==> config.mk <==
export PLATFORM = sky130hd
export DESIGN_NAME = wb_arbiter2_flat
export DESIGN_NICKNAME = d
export VERILOG_FILES = /design/src/rtl/wb_arbiter2_if.sv /design/src/rtl/wb_arbiter2.sv /design/src/flat_wrapper.sv
export SDC_FILE = /design/constraint.sdc
export NUM_CORES = 1
export LEC_CHECK = 0
export ABC_AREA = 0
export CAP_MARGIN = 20
export CELL_PAD_IN_SITES_DETAIL_PLACEMENT = 1
export CELL_PAD_IN_SITES_GLOBAL_PLACEMENT = 1
export CORE_ASPECT_RATIO = 0.8
export CORE_MARGIN = 4
export CORE_UTILIZATION = 12
export CTS_BUF_LIST = sky130_fd_sc_hd__clkbuf_16
export CTS_CLUSTER_DIAMETER = 50
export DETAILED_ROUTE_END_ITERATION = 6
export PLACE_DENSITY = 0.84
export SLEW_MARGIN = 10
export SYNTH_ARGS = -nofsm -noshare
export SYNTH_HDL_FRONTEND = slang
export SYNTH_SLANG_ARGS = --single-unit
==> constraint.sdc <==
create_clock -name clk -period 2.4 [get_ports clk]
set_clock_uncertainty 0.05 [all_clocks]
set_input_delay 0.48 -clock clk [delete_from_list [all_inputs] [get_ports clk]]
set_output_delay 0.48 -clock clk [all_outputs]
set_load 0.1 [all_outputs]
==> src/rtl/wb_arbiter2_if.sv <==
// ---------------------------------------------------------------------------
// wishbone -- classic Wishbone bus bundle used by wb_arbiter2.
//
// Signal names are from the bus master's point of view:
//   cyc, stb, we, sel, adr, dat_o : master -> slave
//   dat_i, ack, err, rty          : slave  -> master
//
// Modports:
//   master : the side that starts cycles (drives cyc/stb/...)
//   slave  : the side that answers cycles (drives ack/err/rty/dat_i)
//
// Parameters:
//   AW : address width
//   DW : data width (sel is DW/8 bits)
// ---------------------------------------------------------------------------
interface wishbone #(
    parameter int unsigned AW = 32,
    parameter int unsigned DW = 32
) ();
    logic              cyc;
    logic              stb;
    logic              we;
    logic [DW/8-1:0]   sel;
    logic [AW-1:0]     adr;
    logic [DW-1:0]     dat_o;
    logic [DW-1:0]     dat_i;
    logic              ack;
    logic              err;
    logic              rty;

    modport master (
        output cyc, stb, we, sel, adr, dat_o,
        input  dat_i, ack, err, rty
    );

    modport slave (
        input  cyc, stb, we, sel, adr, dat_o,
        output dat_i, ack, err, rty
    );
endinterface

==> src/rtl/wb_arbiter2.sv <==
// ---------------------------------------------------------------------------
// wb_arbiter2 -- two-master round-robin Wishbone arbiter.
//
// A master requests the shared bus by raising cyc. From IDLE a single
// requester is granted on the next edge; a tie goes to the master that was
// NOT granted last. The grant is held for as long as the owner keeps cyc
// high (bus lock, no preemption). When the owner drops cyc the bus passes
// straight to the other master if it is waiting, otherwise back to IDLE.
// The data path is purely combinational: the owner's request signals go to
// the shared bus and the bus responses go back to the owner only.
//
// Ports:
//   clk  : system clock, rising edge
//   rst  : asynchronous, active-high reset
//   m0   : wishbone.slave  -- requester 0 (e.g. CPU data master)
//   m1   : wishbone.slave  -- requester 1 (e.g. DMA/JPEG master)
//   s    : wishbone.master -- shared bus towards the slaves
//   gnt  : one-hot grant status {m1 owns, m0 owns}; 00 = idle
//
// Parameters:
//   TO_CYCLES : bus-timeout limit in cycles (2..255), used only with the
//               optional timeout feature.
//
// Optional feature (macro WB_ARB_TIMEOUT_EN):
//   An 8-bit stall counter runs while the owner strobes and the slave gives
//   no response. When it reaches TO_CYCLES-1 the owner gets a one-cycle err,
//   s.stb is suppressed for that cycle and the counter restarts. The grant
//   itself is still only released when the owner drops cyc. Without the
//   macro no counter exists and a stalled slave stalls the owner forever.
// ---------------------------------------------------------------------------
module wb_arbiter2 #(
    parameter int unsigned TO_CYCLES = 64
) (
    input  logic        clk,
    input  logic        rst,
    wishbone.slave      m0,
    wishbone.slave      m1,
    wishbone.master     s,
    output logic [1:0]  gnt
);

    // Out-of-range limits would make the 8-bit compare silently wrong.
    if (TO_CYCLES < 2 || TO_CYCLES > 255) begin : g_bad_to_cycles
        $error("wb_arbiter2: TO_CYCLES must be within 2..255");
    end

    typedef enum logic [1:0] {
        IDLE = 2'd0,
        GNT0 = 2'd1,
        GNT1 = 2'd2
    } state_e;

    state_e state_q;
    logic   last_q;     // most recently granted master (0 or 1)

    logic   req0;
    logic   req1;
    logic   sel0;
    logic   sel1;
    logic   own_cyc;
    logic   own_stb;
    logic   to_fire;    // timeout error pulse for the current owner

    assign req0 = m0.cyc;
    assign req1 = m1.cyc;

    assign sel0 = (state_q == GNT0);
    assign sel1 = (state_q == GNT1);

    // Grant status is a pure decode of the state register.
    assign gnt = {sel1, sel0};

    // -----------------------------------------------------------------------
    // Arbitration FSM
    // -----------------------------------------------------------------------
    // NOTE: sequential state uses non-blocking assignments only, so every
    // register samples the pre-edge values regardless of statement order.
    always_ff @(posedge clk or posedge rst) begin
        if (rst) begin
            state_q <= IDLE;
            last_q  <= 1'b1;    // m0 wins the first tie after reset
        end else begin
            unique case (state_q)
                IDLE: begin
                    if (req0 && (!req1 || last_q)) begin
                        state_q <= GNT0;
                        last_q  <= 1'b0;
                    end else if (req1) begin
                        state_q <= GNT1;
                        last_q  <= 1'b1;
                    end
                end
                GNT0: begin
                    if (!req0) begin
                        if (req1) begin
                            state_q <= GNT1;    // direct hand-over, no idle gap
                            last_q  <= 1'b1;
                        end else begin
                            state_q <= IDLE;
                        end
                    end
                end
                GNT1: begin
                    if (!req1) begin
                        if (req0) begin
                            state_q <= GNT0;
                            last_q  <= 1'b0;
                        end else begin
                            state_q <= IDLE;
                        end
                    end
                end
                default: state_q <= IDLE;
            endcase
        end
    end

    // -----------------------------------------------------------------------
    // Request path: owner -> shared bus. IDLE drives an all-zero bus.
    // -----------------------------------------------------------------------
    assign own_cyc = sel0 ? m0.cyc : (sel1 ? m1.cyc : 1'b0);
    assign own_stb = sel0 ? m0.stb : (sel1 ? m1.stb : 1'b0);

    assign s.cyc   = own_cyc;
    assign s.stb   = own_stb & ~to_fire;    // strobe withheld on a timeout
    assign s.we    = sel0 ? m0.we    : (sel1 ? m1.we    : 1'b0);
    assign s.sel   = sel0 ? m0.sel   : (sel1 ? m1.sel   : '0);
    assign s.adr   = sel0 ? m0.adr   : (sel1 ? m1.adr   : '0);
    assign s.dat_o = sel0 ? m0.dat_o : (sel1 ? m1.dat_o : '0);

    // -----------------------------------------------------------------------
    // Response path: shared bus -> owner only. Read data is broadcast since
    // it is qualified by ack anyway.
    // -----------------------------------------------------------------------
    assign m0.ack   = sel0 & s.ack;
    assign m0.err   = sel0 & (s.err | to_fire);
    assign m0.rty   = sel0 & s.rty;
    assign m0.dat_i = s.dat_i;

    assign m1.ack   = sel1 & s.ack;
    assign m1.err   = sel1 & (s.err | to_fire);
    assign m1.rty   = sel1 & s.rty;
    assign m1.dat_i = s.dat_i;

    // -----------------------------------------------------------------------
    // Optional bus timeout
    // -----------------------------------------------------------------------
`ifdef WB_ARB_TIMEOUT_EN
    localparam logic [7:0] TO_LAST = 8'(TO_CYCLES - 1);

    logic [7:0] to_cnt_q;
    logic [7:0] to_cnt_d;

    // Fires from the registered count, so there is no path from s.ack.
    assign to_fire = (sel0 | sel1) && (to_cnt_q == TO_LAST);

    // NOTE: the default assignment first keeps this block free of latches.
    always_comb begin
        to_cnt_d = to_cnt_q;
        // Any slave response, the timeout itself, or the owner releasing
        // the bus restarts the stall count; a wait with stb low just holds.
        if (!(sel0 | sel1) || !own_cyc || s.ack || s.err || s.rty || to_fire) begin
            to_cnt_d = '0;
        end else if (own_stb) begin
            to_cnt_d = to_cnt_q + 8'd1;
        end
    end

    always_ff @(posedge clk or posedge rst) begin
        if (rst) begin
            to_cnt_q <= '0;
        end else begin
            to_cnt_q <= to_cnt_d;
        end
    end
`else
    assign to_fire = 1'b0;
`endif

endmodule

==> src/flat_wrapper.sv <==
// flat-port wrapper written by rule: the top's interface ports become plain ports
module wb_arbiter2_flat 
#(
    parameter int unsigned TO_CYCLES = 64
)
  (clk, rst, gnt, m0_cyc, m0_stb, m0_we, m0_sel, m0_adr, m0_dat_o, m0_dat_i, m0_ack, m0_err, m0_rty, m1_cyc, m1_stb, m1_we, m1_sel, m1_adr, m1_dat_o, m1_dat_i, m1_ack, m1_err, m1_rty, s_cyc, s_stb, s_we, s_sel, s_adr, s_dat_o, s_dat_i, s_ack, s_err, s_rty);
  wishbone m0_i ();
  wishbone m1_i ();
  wishbone s_i ();
  input  logic clk;
  input  logic rst;
  output logic [1:0] gnt;
  input wire logic [$bits(m0_i.cyc)-1:0] m0_cyc;
  input wire logic [$bits(m0_i.stb)-1:0] m0_stb;
  input wire logic [$bits(m0_i.we)-1:0] m0_we;
  input wire logic [$bits(m0_i.sel)-1:0] m0_sel;
  input wire logic [$bits(m0_i.adr)-1:0] m0_adr;
  input wire logic [$bits(m0_i.dat_o)-1:0] m0_dat_o;
  output wire logic [$bits(m0_i.dat_i)-1:0] m0_dat_i;
  output wire logic [$bits(m0_i.ack)-1:0] m0_ack;
  output wire logic [$bits(m0_i.err)-1:0] m0_err;
  output wire logic [$bits(m0_i.rty)-1:0] m0_rty;
  input wire logic [$bits(m1_i.cyc)-1:0] m1_cyc;
  input wire logic [$bits(m1_i.stb)-1:0] m1_stb;
  input wire logic [$bits(m1_i.we)-1:0] m1_we;
  input wire logic [$bits(m1_i.sel)-1:0] m1_sel;
  input wire logic [$bits(m1_i.adr)-1:0] m1_adr;
  input wire logic [$bits(m1_i.dat_o)-1:0] m1_dat_o;
  output wire logic [$bits(m1_i.dat_i)-1:0] m1_dat_i;
  output wire logic [$bits(m1_i.ack)-1:0] m1_ack;
  output wire logic [$bits(m1_i.err)-1:0] m1_err;
  output wire logic [$bits(m1_i.rty)-1:0] m1_rty;
  output wire logic [$bits(s_i.cyc)-1:0] s_cyc;
  output wire logic [$bits(s_i.stb)-1:0] s_stb;
  output wire logic [$bits(s_i.we)-1:0] s_we;
  output wire logic [$bits(s_i.sel)-1:0] s_sel;
  output wire logic [$bits(s_i.adr)-1:0] s_adr;
  output wire logic [$bits(s_i.dat_o)-1:0] s_dat_o;
  input wire logic [$bits(s_i.dat_i)-1:0] s_dat_i;
  input wire logic [$bits(s_i.ack)-1:0] s_ack;
  input wire logic [$bits(s_i.err)-1:0] s_err;
  input wire logic [$bits(s_i.rty)-1:0] s_rty;
  assign m0_i.cyc = m0_cyc;
  assign m0_i.stb = m0_stb;
  assign m0_i.we = m0_we;
  assign m0_i.sel = m0_sel;
  assign m0_i.adr = m0_adr;
  assign m0_i.dat_o = m0_dat_o;
  assign m0_dat_i = m0_i.dat_i;
  assign m0_ack = m0_i.ack;
  assign m0_err = m0_i.err;
  assign m0_rty = m0_i.rty;
  assign m1_i.cyc = m1_cyc;
  assign m1_i.stb = m1_stb;
  assign m1_i.we = m1_we;
  assign m1_i.sel = m1_sel;
  assign m1_i.adr = m1_adr;
  assign m1_i.dat_o = m1_dat_o;
  assign m1_dat_i = m1_i.dat_i;
  assign m1_ack = m1_i.ack;
  assign m1_err = m1_i.err;
  assign m1_rty = m1_i.rty;
  assign s_cyc = s_i.cyc;
  assign s_stb = s_i.stb;
  assign s_we = s_i.we;
  assign s_sel = s_i.sel;
  assign s_adr = s_i.adr;
  assign s_dat_o = s_i.dat_o;
  assign s_i.dat_i = s_dat_i;
  assign s_i.ack = s_ack;
  assign s_i.err = s_err;
  assign s_i.rty = s_rty;
  wb_arbiter2 #(.TO_CYCLES(TO_CYCLES)) u_core (.clk(clk), .rst(rst), .m0(m0_i), .m1(m1_i), .s(s_i), .gnt(gnt));
endmodule
==> summary.txt, run 1 <==
Critical path
  – Capture instance of the worst register-to-register path: u_core.last_q$_DFFE_PP1P_
  – CP Max Fanout: 35
  – Launching point of the worst reg2reg path: u_core.state_q[0]$_DFFE_PP0P_
  – Setup slack of the most critical reg-to-reg path: ~0.66 ns
  – Reg2Reg Depth: 6
  – Critical Path Start Type: register
  – Nature of the critical path endpoint: output pin
  – Data required time of the worst path: approximately 1.9 ns
  – CP Data Arrival Time: approximately 1.8 ns
  – Type of the worst setup path: reg -> out

Pwr
  – Overall power of the completed layout: approximately 8400 uW
  – Switching pwr: roughly 5300 uW
  – Static leakage: roughly 0.0019 uW
  – Internal power component: ~3100 uW
  – Pwr per Cell Area: ~1700 nW/um^2
  – Proportion of power drawn by the clock network: 0.031
  – Maximum vdd drop: just over 800 uV
  – Sequential group share of total power: 0.013
  – Combinational fraction of design power: 0.956
  – Fraction of power spent switching nets: 0.636

Clock network
  – Deepest level of the CTS H-tree: 1
  – Number of hold buffers added after cts: 0
  – Clock buffer depth: 2
  – Clock tree from TritonCTS: yes
  – Clock Sink Count: 3
  – Clock Latency Late Sink: 0.22 ns
  – TritonCTS Buffers: 3
  – Clock-pin slew reported for the worst setup and hold paths after clock tree synthesis: about 0.03 ns
  – CTS Root Buffer Type: sky130_fd_sc_hd__clkbuf_16

Final layout
  – Area overhead of the layout relative to synthesis: 183%
  – Layout filler cell count: roughly 1,700
  – Net count reported at finish: 668
  – Sequential cell area: 76.3 um^2
  – Number of diodes added for antenna fixing: 0
  – Layout cells sized above 1: 0.310
  – Multi-input logic area: approximately 1400 um^2
  – Share of the core filled with cells in the final layout: 0.350
  – Leading cell type in the layout, fill and taps excluded: sky130_fd_sc_hd__clkdlybuf4s50_1
  – Most frequent cells in the layout: sky130_fd_sc_hd__clkdlybuf4s50_1 (146), sky130_fd_sc_hd__nand2_1 (133), sky130_fd_sc_hd__buf_12 (82)
  – Final Non-Filler Cells: approximately 670

Route
  – Count of TritonRoute iterations in the first routing pass: 4
  – Drt wl/cell: between 15 and 20 um
  – Residual DRC: 0
  – Overall routed net length: about 10,000 um
  – Antenna-violating nets left: 0
  – Routed via count divided by cell count: roughly 4
  – Routed via count: roughly 2,700
  – DRC violation total after the first TritonRoute iteration: 80

Place
  – Number of cells after detailed placement: 660
  – Final estimated routing congestion in global placement: ~0.8
  – I/O Buffers: around 230
  – DP Wirelength: just under 9000 um

Floorplan
  – Total core area: between 10,000 and 15,000 um^2
  – Die X-Extent: 145 um
  – Die area: 17,000 um^2
  – Row Count: 39
  – Die height: around 120 um
  – I/O pin total: between 300 and 400
  – Initial cell density of the core: 0.124

Timing
  – Unrepaired setup endpoints after global routing: yes
  – Final hold violation count: 0
  – Final Max Slew Viols: 0
  – Actual transition at the worst max-transition pin: 0.463 ns
  – Share of the cycle needed by the critical path after routing: 0.975
  – FMAX: 427 MHz
  – Worst-case headroom to the max-slew limit: 0.687
  – Final setup violation count: 0
  – Minimum clock period: 2.34 ns

Global routing
  – Antenna violations before repair: 0
  – Wire length of the first global-routing pass: 15,100 um
  – Maximum number of pins on one net before global-route repair: 43
  – Gr ovfl total: 0
  – Number of global-route vias before repair: 2,829
  – Overall track demand over capacity in global routing: 0.108

Synth
  – Number of different library cells in the post-synthesis netlist: 23
  – Mapped Area: between 1500 and 2000 um^2
  – Portion of the post-synthesis area used by sequential elements: 0.0425
  – Area share of the largest cell type after synthesis: 0.297
  – Top area cells in the synthesized netlist: sky130_fd_sc_hd__buf_4 (30%), sky130_fd_sc_hd__nand2_1 (28%), sky130_fd_sc_hd__o21ai_0 (19%)
  – Post-synthesis cell type with the largest combined area: sky130_fd_sc_hd__buf_4
  – Average cell area after synthesis: about 5.5 um^2
  – Synth Warn #: 0
  – Syn_nets: 509
  – Seq cells post-synth: 3
  – Synthesized instance count: roughly 330

Min path
  – HP Class: in -> async

Run
  – Maximum capacitance violations: 0

Status
  – Status: finished clean
-- timing repair --
item | in CTS | in global routing
gates resized for setup | 0 | 6
endpoints found under the setup margin | 2 | 20
setup buffers | 3 | 1
-- per-layer routing --
layer,part of all wire,vias to the layer above,global-route usage
met2,0.51,166,0.200
met1,0.35,1193,0.113
met3,0.12,14,0.0480
li1,-,1295,-
met4,0.011,0,0.0186
met5,0,-,0
-- critical path, cell delays in order, from the launching register on --
cell                      delay (ns)
sky130_fd_sc_hd__dfrtp_1        0.43
sky130_fd_sc_hd__inv_1          0.12
sky130_fd_sc_hd__ha_2           0.25
sky130_fd_sc_hd__buf_12         0.21
sky130_fd_sc_hd__nand2_1        0.09
sky130_fd_sc_hd__o21ai_1        0.24
sky130_fd_sc_hd__buf_12         0.21
-- flip-flops by register name (all words and copies together) (netlist names) --
signal and flops:
u_core.last_q 1, u_core.state_q 2
-- layout make-up --
type | instances | share of cell area
repair buffers | 244 | 0.639
multi-input cells | 227 | 0.281
well taps | 184 | 0.0454
flip-flops and latches | 3 | 0.0150
clock buffers | 3 | 0.0148
inverters | 6 | 0.00444
clock inverters | 1 | 0.000739
-- cells by family after synthesis --
logic type,share of synthesized area
and+or+nand+nor,0.310
buffers and inverters,0.361
AOI/OAI and AO/OA,0.253
adders and majority gates,0.0279
muxes,0.00557
DFF,0.0425
-- stage by stage --
stage	TNS [ns]	hold slack (ns)	setup WS [ns]	area (um^2)
CTS	0	0.382	0.0183	5040
finish	0	0.375	0.0604	5080
global route	-0.0714	0.385	-0.0180	5080
global placement	0	0.455	0.289	4940
detailed placement	0	0.494	0.220	4940
floorplan	-15.97	0.183	-0.486	2120
-- cell usage after synthesis (all sizes together) --
cell type  instances
nor2b              1
ha                 4
nand2            134
and2               6
dfrtp              2
a21oi              1
o21ai             68
dfstp              1
a32o               1
mux2i              1
buf               83
inv                6
a22o               5
o2bb2ai            1
o311ai             1
nor2               1
o221ai             1
nand2b             1
clkbuf             7
a221oi             1
-- power groups by stage --
stage               clock (uW)  sequential (uW)  combinational [uW]
floorplan                    0             99.4                5570
global placement             0              108                7930
detailed placement           0              112                8020
CTS                        265              112                8060
global route               272              115                8300
finish                     261              112                8020
-- worst max path at each step --
stage | to | slack, ns | start
after global routing | s_dat_o[26] | -0.02 | u_core.state_q[1]$_DFFE_PP0P_
after floorplan | s_adr[2] | -0.49 | u_core.state_q[0]$_DFFE_PP0P_
after global placement | s_adr[23] | 0.29 | u_core.state_q[1]$_DFFE_PP0P_
final | s_dat_o[8] | 0.06 | u_core.state_q[0]$_DFFE_PP0P_
after CTS | s_we | 0.02 | u_core.state_q[0]$_DFFE_PP0P_
after detailed placement | s_adr[16] | 0.22 | u_core.state_q[1]$_DFFE_PP0P_
Note: power is estimated with default switching activity, not from simulation.
==> run 2, diff against run 1 <==
Settings changed: CORE_ASPECT_RATIO 0.8 to 1.4, GPL_ROUTABILITY_DRIVEN from default to 0.
==> summary.txt, run 2 (synthesis gave the netlist of run 1 again) <==
Status
  – Status: finished clean

Place
  – I/O Buffers: 225 (unchanged)
  – Number of cells after detailed placement: 660 (unchanged)
  – DP Wirelength: 8790 um (-0.47%)
  – Cell Area, Placed: 4910 um^2 (-0.63%)

Final layout
  – Final Non-Filler Cells: 669 (+0.15%)
  – Leading cell type in the layout, fill and taps excluded: sky130_fd_sc_hd__clkdlybuf4s50_1
  – Most frequent cells in the layout: sky130_fd_sc_hd__clkdlybuf4s50_1 (146), sky130_fd_sc_hd__nand2_1 (134), sky130_fd_sc_hd__buf_12 (81)
  – Multi-input logic area: 1480 um^2 (+4.1%)
  – Largest registers: u_core.state_q (2), u_core.last_q (1)
  – Final standard cell area without fillers: 5120 um^2 (+0.86%)
  – Number of diodes added for antenna fixing: 0 (unchanged)
  – Max reg flops: 2 (unchanged)
  – Area overhead of the layout relative to synthesis: 185%
  – Register with the most flip-flops: u_core.state_q
  – Sequential cell area: 76.3 um^2 (unchanged)
  – Net count reported at finish: 664 (-0.60%)
  – Layout filler cell count: 1,680 (+1.5%)
  – Layout cells sized above 1: 0.329 (+0.0192)

Critical path
  – Critical Path Start Type: register
  – Launching point of the worst reg2reg path: u_core.state_q[1]$_DFFE_PP0P_
  – Capture instance of the worst register-to-register path: u_core.state_q[0]$_DFFE_PP0P_
  – Capturing instance or port of the critical path: s_adr[5]
  – CP Data Arrival Time: 1.79 ns (-0.02 ns)
  – Data required time of the worst path: 1.87 ns (about the same)
  – CP Max Fanout: 39 (+11%)
  – Reg2Reg Depth: 6 (unchanged)
  – Type of the worst setup path: reg -> out
  – Setup slack of the most critical reg-to-reg path: 0.69 ns (+0.03 ns)
  – Critical path launch point: u_core.state_q[0]$_DFFE_PP0P_
  – Nature of the critical path endpoint: output pin

Clock network
  – Clock buffer depth: 2 (unchanged)
  – TritonCTS Buffers: 3 (unchanged)
  – Clock Sink Count: 3 (unchanged)
  – CTS Root Buffer Type: sky130_fd_sc_hd__clkbuf_16
  – Deepest level of the CTS H-tree: 1 (unchanged)
  – Clock-pin slew reported for the worst setup and hold paths after clock tree synthesis: 0.03 ns (about the same)
  – Clock tree from TritonCTS: yes
  – Clock Latency Late Sink: 0.22 ns (about the same)

Timing
  – FMAX: 432 MHz (+1.0%)
  – Share of the cycle needed by the critical path after routing: 0.965 (-0.0100)
  – Final hold violation count: 0 (unchanged)
  – Worst-case headroom to the max-slew limit: 0.657 (-0.0299)
  – Minimum clock period: 2.32 ns (-0.0240 ns)
  – Final Max Slew Viols: 0 (unchanged)
  – Unrepaired setup endpoints after global routing: yes
  – Total negative slack: 0 ns (unchanged)
  – Final setup violation count: 0 (unchanged)
  – Actual transition at the worst max-transition pin: 0.507 ns (+0.0443 ns)
  – Final hold slack: 0.377 ns (+0.00220 ns)

Global routing
  – Gr ovfl total: 0 (unchanged)
  – Maximum number of pins on one net before global-route repair: 42 (-2.3%)
  – Wire length of the first global-routing pass: 15,400 um (+2.0%)
  – Antenna violations before repair: 1 (+1)
  – Number of global-route vias before repair: 2,908 (+2.8%)
  – Overall track demand over capacity in global routing: 0.110 (+0.00212)

Pwr
  – Sequential group share of total power: 0.013 (about the same)
  – Static leakage: 0.00192 uW (+0.27%)
  – Maximum vdd drop: 954 uV (+15%)
  – Internal power component: 3060 uW (+0.19%)
  – Pwr per Cell Area: 1640 nW/um^2 (-0.54%)
  – Combinational fraction of design power: 0.956 (about the same)
  – Fraction of power spent switching nets: 0.637 (about the same)
  – Proportion of power drawn by the clock network: 0.031 (about the same)
  – Switching pwr: 5360 uW (+0.40%)

Route
  – Routed via count divided by cell count: 3.99 (-0.11%)
  – Drt wl/cell: 15.1 um (-0.76%)
  – Routed via count: 2,669 (+0.037%)
  – Antenna-violating nets left: 0 (unchanged)
  – DRC violation total after the first TritonRoute iteration: 91 (+14%)
  – Count of TritonRoute iterations in the first routing pass: 4 (unchanged)
  – Residual DRC: 0 (unchanged)
  – Overall routed net length: 10,100 um (-0.61%)

Run
  – Maximum capacitance violations: 0 (unchanged)

Floorplan
  – Die height: 153 um (+30%)
  – Die X-Extent: 111 um (-23%)
  – Row Count: 52 (+33%)
  – Initial cell density of the core: 0.123 (-0.000692)
  – Die area: 17,000 um^2 (about the same)
  – I/O pin total: 322 (unchanged)
  – Total core area: 14,600 um^2 (+0.56%)

Min path
  – HP Class: in -> async
==> run 2: power groups by stage <==
stage	registers, uW	logic (uW)	clock network [uW]
finish	109	8050	258
global route	114	8330	268
CTS	109	7970	264
detailed placement	110	7960	0
global placement	106	7880	0
floorplan	99.4	5570	0
==> run 2: repair_timing <==
item | in CTS | in global routing
gates resized for setup | 0 | 22
endpoints found under the setup margin | 0 | 56
hold buffers | 0 | 0
buffers inserted | 0 | 5
==> run 2: metrics by stage <==
stage               setup slack (ns)  utilization  power (uW)
global route                 -0.0189        0.351        8710
floorplan                     -0.486            -        5670
CTS                           0.0129        0.342        8340
global placement               0.306        0.337        7990
finish                        0.0844        0.351        8410
detailed placement             0.262        0.337        8070
==> run 2: layer usage <==
metal	global-route usage	vias up	share of wire
met5	0	-	0.0020
met4	0.0475	2	0.045
met3	0.0262	44	0.079
met2	0.221	146	0.56
met1	0.104	1185	0.31
li1	-	1292	-
==> run 2: layout make-up <==
class / instances / area share
repair buffers: 240 / 0.629
multi-input cells: 227 / 0.290
clock inverters: 1 / 0.000733
inverters: 6 / 0.00440
clock buffers: 3 / 0.0147
well taps: 189 / 0.0462
flip-flops and latches: 3 / 0.0149
==> run 2: how the worst min path moves through the flow <==
stage	startpoint	endpoint	slack, ns
finish	rst	u_core.state_q[0]$_DFFE_PP0P_	0.38
global placement	u_core.last_q$_DFFE_PP1P_	u_core.last_q$_DFFE_PP1P_	0.43
detailed placement	u_core.last_q$_DFFE_PP1P_	u_core.last_q$_DFFE_PP1P_	0.44
CTS	rst	u_core.state_q[1]$_DFFE_PP0P_	0.38
floorplan	rst	u_core.state_q[0]$_DFFE_PP0P_	0.18
global route	rst	u_core.state_q[0]$_DFFE_PP0P_	0.41
==> run 2: worst max-delay path: stages, from the launching register on <==
cell	delay, ns
sky130_fd_sc_hd__dfrtp_1	0.43
sky130_fd_sc_hd__inv_1	0.11
sky130_fd_sc_hd__ha_2	0.24
sky130_fd_sc_hd__buf_12	0.22
sky130_fd_sc_hd__nand2_1	0.13
sky130_fd_sc_hd__o21ai_2	0.20
sky130_fd_sc_hd__buf_12	0.20
==> run 3, diff against run 2 <==
Settings changed: CORE_ASPECT_RATIO 1.4 to default, CORE_MARGIN 4 to default, CTS_CLUSTER_DIAMETER 50 to 40.
==> summary.txt, run 3 (synthesis gave the netlist of run 1 again) <==
Final layout
  – Layout cells sized above 1: 0.300 (-0.0294)
  – Most frequent cells in the layout: sky130_fd_sc_hd__clkdlybuf4s50_1 (146), sky130_fd_sc_hd__nand2_1 (134), sky130_fd_sc_hd__buf_12 (83)
  – Area overhead of the layout relative to synthesis: 181%
  – Layout filler cell count: 1,650 (-1.8%)
  – Register with the most flip-flops: u_core.state_q
  – Largest registers: u_core.state_q (2), u_core.last_q (1)
  – Final Non-Filler Cells: 661 (-1.2%)
  – Net count reported at finish: 661 (-0.45%)
  – Leading cell type in the layout, fill and taps excluded: sky130_fd_sc_hd__clkdlybuf4s50_1
  – Max reg flops: 2 (unchanged)
  – Number of diodes added for antenna fixing: 0 (unchanged)

Floorplan
  – Die area: 15,500 um^2 (-9.1%)
  – Total core area: 14,600 um^2 (+0.10%)
  – I/O pin total: 322 (unchanged)
  – Die height: 124 um (-19%)
  – Row Count: 44 (-15%)
  – Die X-Extent: 124 um (+12%)
  – Initial cell density of the core: 0.123 (-0.000127)

Timing
  – Worst-case headroom to the max-slew limit: 0.653 (-0.00463)
  – Actual transition at the worst max-transition pin: 0.514 ns (+0.00686 ns)
  – Final Max Slew Viols: 0 (unchanged)
  – Share of the cycle needed by the critical path after routing: 0.984 (+0.0188)
  – Final hold slack: 0.376 ns (-0.000425 ns)
  – FMAX: 424 MHz (-1.9%)
  – Final hold violation count: 0 (unchanged)
  – Minimum clock period: 2.36 ns (+0.0452 ns)
  – Final setup violation count: 0 (unchanged)
  – Total negative slack: 0 ns (unchanged)
  – Unrepaired setup endpoints after global routing: yes

Run
  – Maximum capacitance violations: 0 (unchanged)

Pwr
  – Combinational fraction of design power: 0.955 (about the same)
  – Internal power component: 3020 uW (-1.3%)
  – Sequential group share of total power: 0.014 (about the same)
  – Pwr per Cell Area: 1650 nW/um^2 (+0.29%)
  – Switching pwr: 5300 uW (-1.1%)
  – Maximum vdd drop: 504 uV (-47%)
  – Static leakage: 0.00188 uW (-2.0%)
  – Fraction of power spent switching nets: 0.637 (about the same)
  – Proportion of power drawn by the clock network: 0.032 (about the same)

Place
  – Number of cells after detailed placement: 657 (-0.45%)
  – I/O Buffers: 225 (unchanged)
  – DP Wirelength: 7880 um (-10%)

Route
  – Routed via count: 2,645 (-0.90%)
  – Routed via count divided by cell count: 4.00 (+0.30%)
  – DRC violation total after the first TritonRoute iteration: 42 (-54%)
  – Count of TritonRoute iterations in the first routing pass: 4 (unchanged)
  – Overall routed net length: 9150 um (-9.3%)
  – Drt wl/cell: 13.8 um (-8.2%)
  – Antenna-violating nets left: 0 (unchanged)
  – Residual DRC: 0 (unchanged)

Global routing
  – Met3 demand-to-capacity share in global routing: 0.0326 (+0.00642)
  – Number of global-route vias before repair: 2,861 (-1.6%)
  – Met2 demand-to-capacity share in global routing: 0.227 (+0.00600)
  – Antenna violations before repair: 0 (-1)
  – Gr ovfl total: 0 (unchanged)
  – Busiest layer in global routing: met2
  – Maximum number of pins on one net before global-route repair: 69 (+64%)
  – Global-route track usage on met1: 0.119 (+0.0153)
  – Wire length of the first global-routing pass: 14,700 um (-4.5%)
  – Overall track demand over capacity in global routing: 0.116 (+0.00582)

Clock network
  – CTS Root Buffer Type: sky130_fd_sc_hd__clkbuf_16
  – Number of hold buffers added after cts: 0 (unchanged)
  – Clock Latency Late Sink: 0.23 ns (about the same)
  – Clock tree from TritonCTS: yes
  – Clock buffer depth: 2 (unchanged)
  – TritonCTS Buffers: 3 (unchanged)
  – Clock Sink Count: 3 (unchanged)
  – Deepest level of the CTS H-tree: 1 (unchanged)
  – Clock-pin slew reported for the worst setup and hold paths after clock tree synthesis: 0.03 ns (about the same)

Status
  – Status: finished clean

Critical path
  – Launching point of the worst reg2reg path: u_core.state_q[0]$_DFFE_PP0P_
  – Nature of the critical path endpoint: output pin
  – Data required time of the worst path: 1.87 ns (about the same)
  – CP Data Arrival Time: 1.83 ns (+0.04 ns)
  – Critical path launch point: u_core.state_q[1]$_DFFE_PP0P_
  – Critical Path Start Type: register
  – Type of the worst setup path: reg -> out
  – CP Max Fanout: 41 (+5.1%)

Min path
  – HP Class: in -> async
==> run 3: final timing paths <==
| path | endpoint | slack (ns) | cells after the start |
|---|---|---|---|
| worst max-delay path | s_adr[16] | 0.04 | 7 |
| worst min-delay path | u_core.state_q[0]$_DFFE_PP0P_ | 0.38 | 2 |
| worst max register to register | u_core.state_q[0]$_DFFE_PP0P_ | 0.71 | 6 |
| worst min register to register | u_core.last_q$_DFFE_PP1P_ | 0.46 | 2 |
| max in group asynchronous | u_core.last_q$_DFFE_PP1P_ | 1.71 | 2 |
| min in group clk | u_core.last_q$_DFFE_PP1P_ | 0.46 | 2 |
==> run 3: final cells by class <==
class,instances,area (um^2),area share
Clock buffer,3,75.1,0.0149
Clock inverter,1,3.75,0.000744
Inverter,6,22.5,0.00446
Multi-Input combinational cell,227,1430,0.284
Sequential cell,3,77.6,0.0154
Tap cell,184,230,0.0456
Timing Repair Buffer,237,3200,0.635
==> run 3: worst max-delay path: stages (launching register included) <==
cell and delay, ns:
sky130_fd_sc_hd__dfrtp_2 0.43, sky130_fd_sc_hd__inv_1 0.12, sky130_fd_sc_hd__ha_4 0.18, sky130_fd_sc_hd__buf_16 0.23
sky130_fd_sc_hd__buf_12 0.22, sky130_fd_sc_hd__nand2_1 0.11, sky130_fd_sc_hd__o21ai_4 0.08, sky130_fd_sc_hd__buf_12 0.19
==> run 3: timing repair <==
item                                    4_1_cts  5_1_grt
buffers inserted                              0        0
endpoints found under the setup margin        8       62
cloned                                        0        0
gates resized for setup                       4        3
pin swaps                                     0        0
==> run 3: metrics by stage <==
stage,total power [uW],worst slack [ns],utilization,instance area [um^2]
floorplan,5670,-0.486,-,2120
global placement,7990,0.239,0.338,4930
CTS,8380,0.0145,0.345,5030
global route,8610,-0.0503,0.346,5040
detailed placement,8090,0.161,0.338,4930
finish,8320,0.0392,0.346,5040
==> run 3: metal layers <==
metal,wire [um],up-vias
li1,-,1287
met1,3280,1177
met2,4910,159
met3,799,22
met4,160,0
met5,0,-
==> run 3: power groups by stage <==
stage / sequential [uW] / clock (uW) / combinational [uW]
2_1_floorplan: 99.4 / 0 / 5570
3_3_place_gp: 107 / 0 / 7890
3_5_place_dp: 110 / 0 / 7980
4_1_cts: 109 / 269 / 8000
5_1_grt: 118 / 276 / 8210
6_report: 113 / 262 / 7940
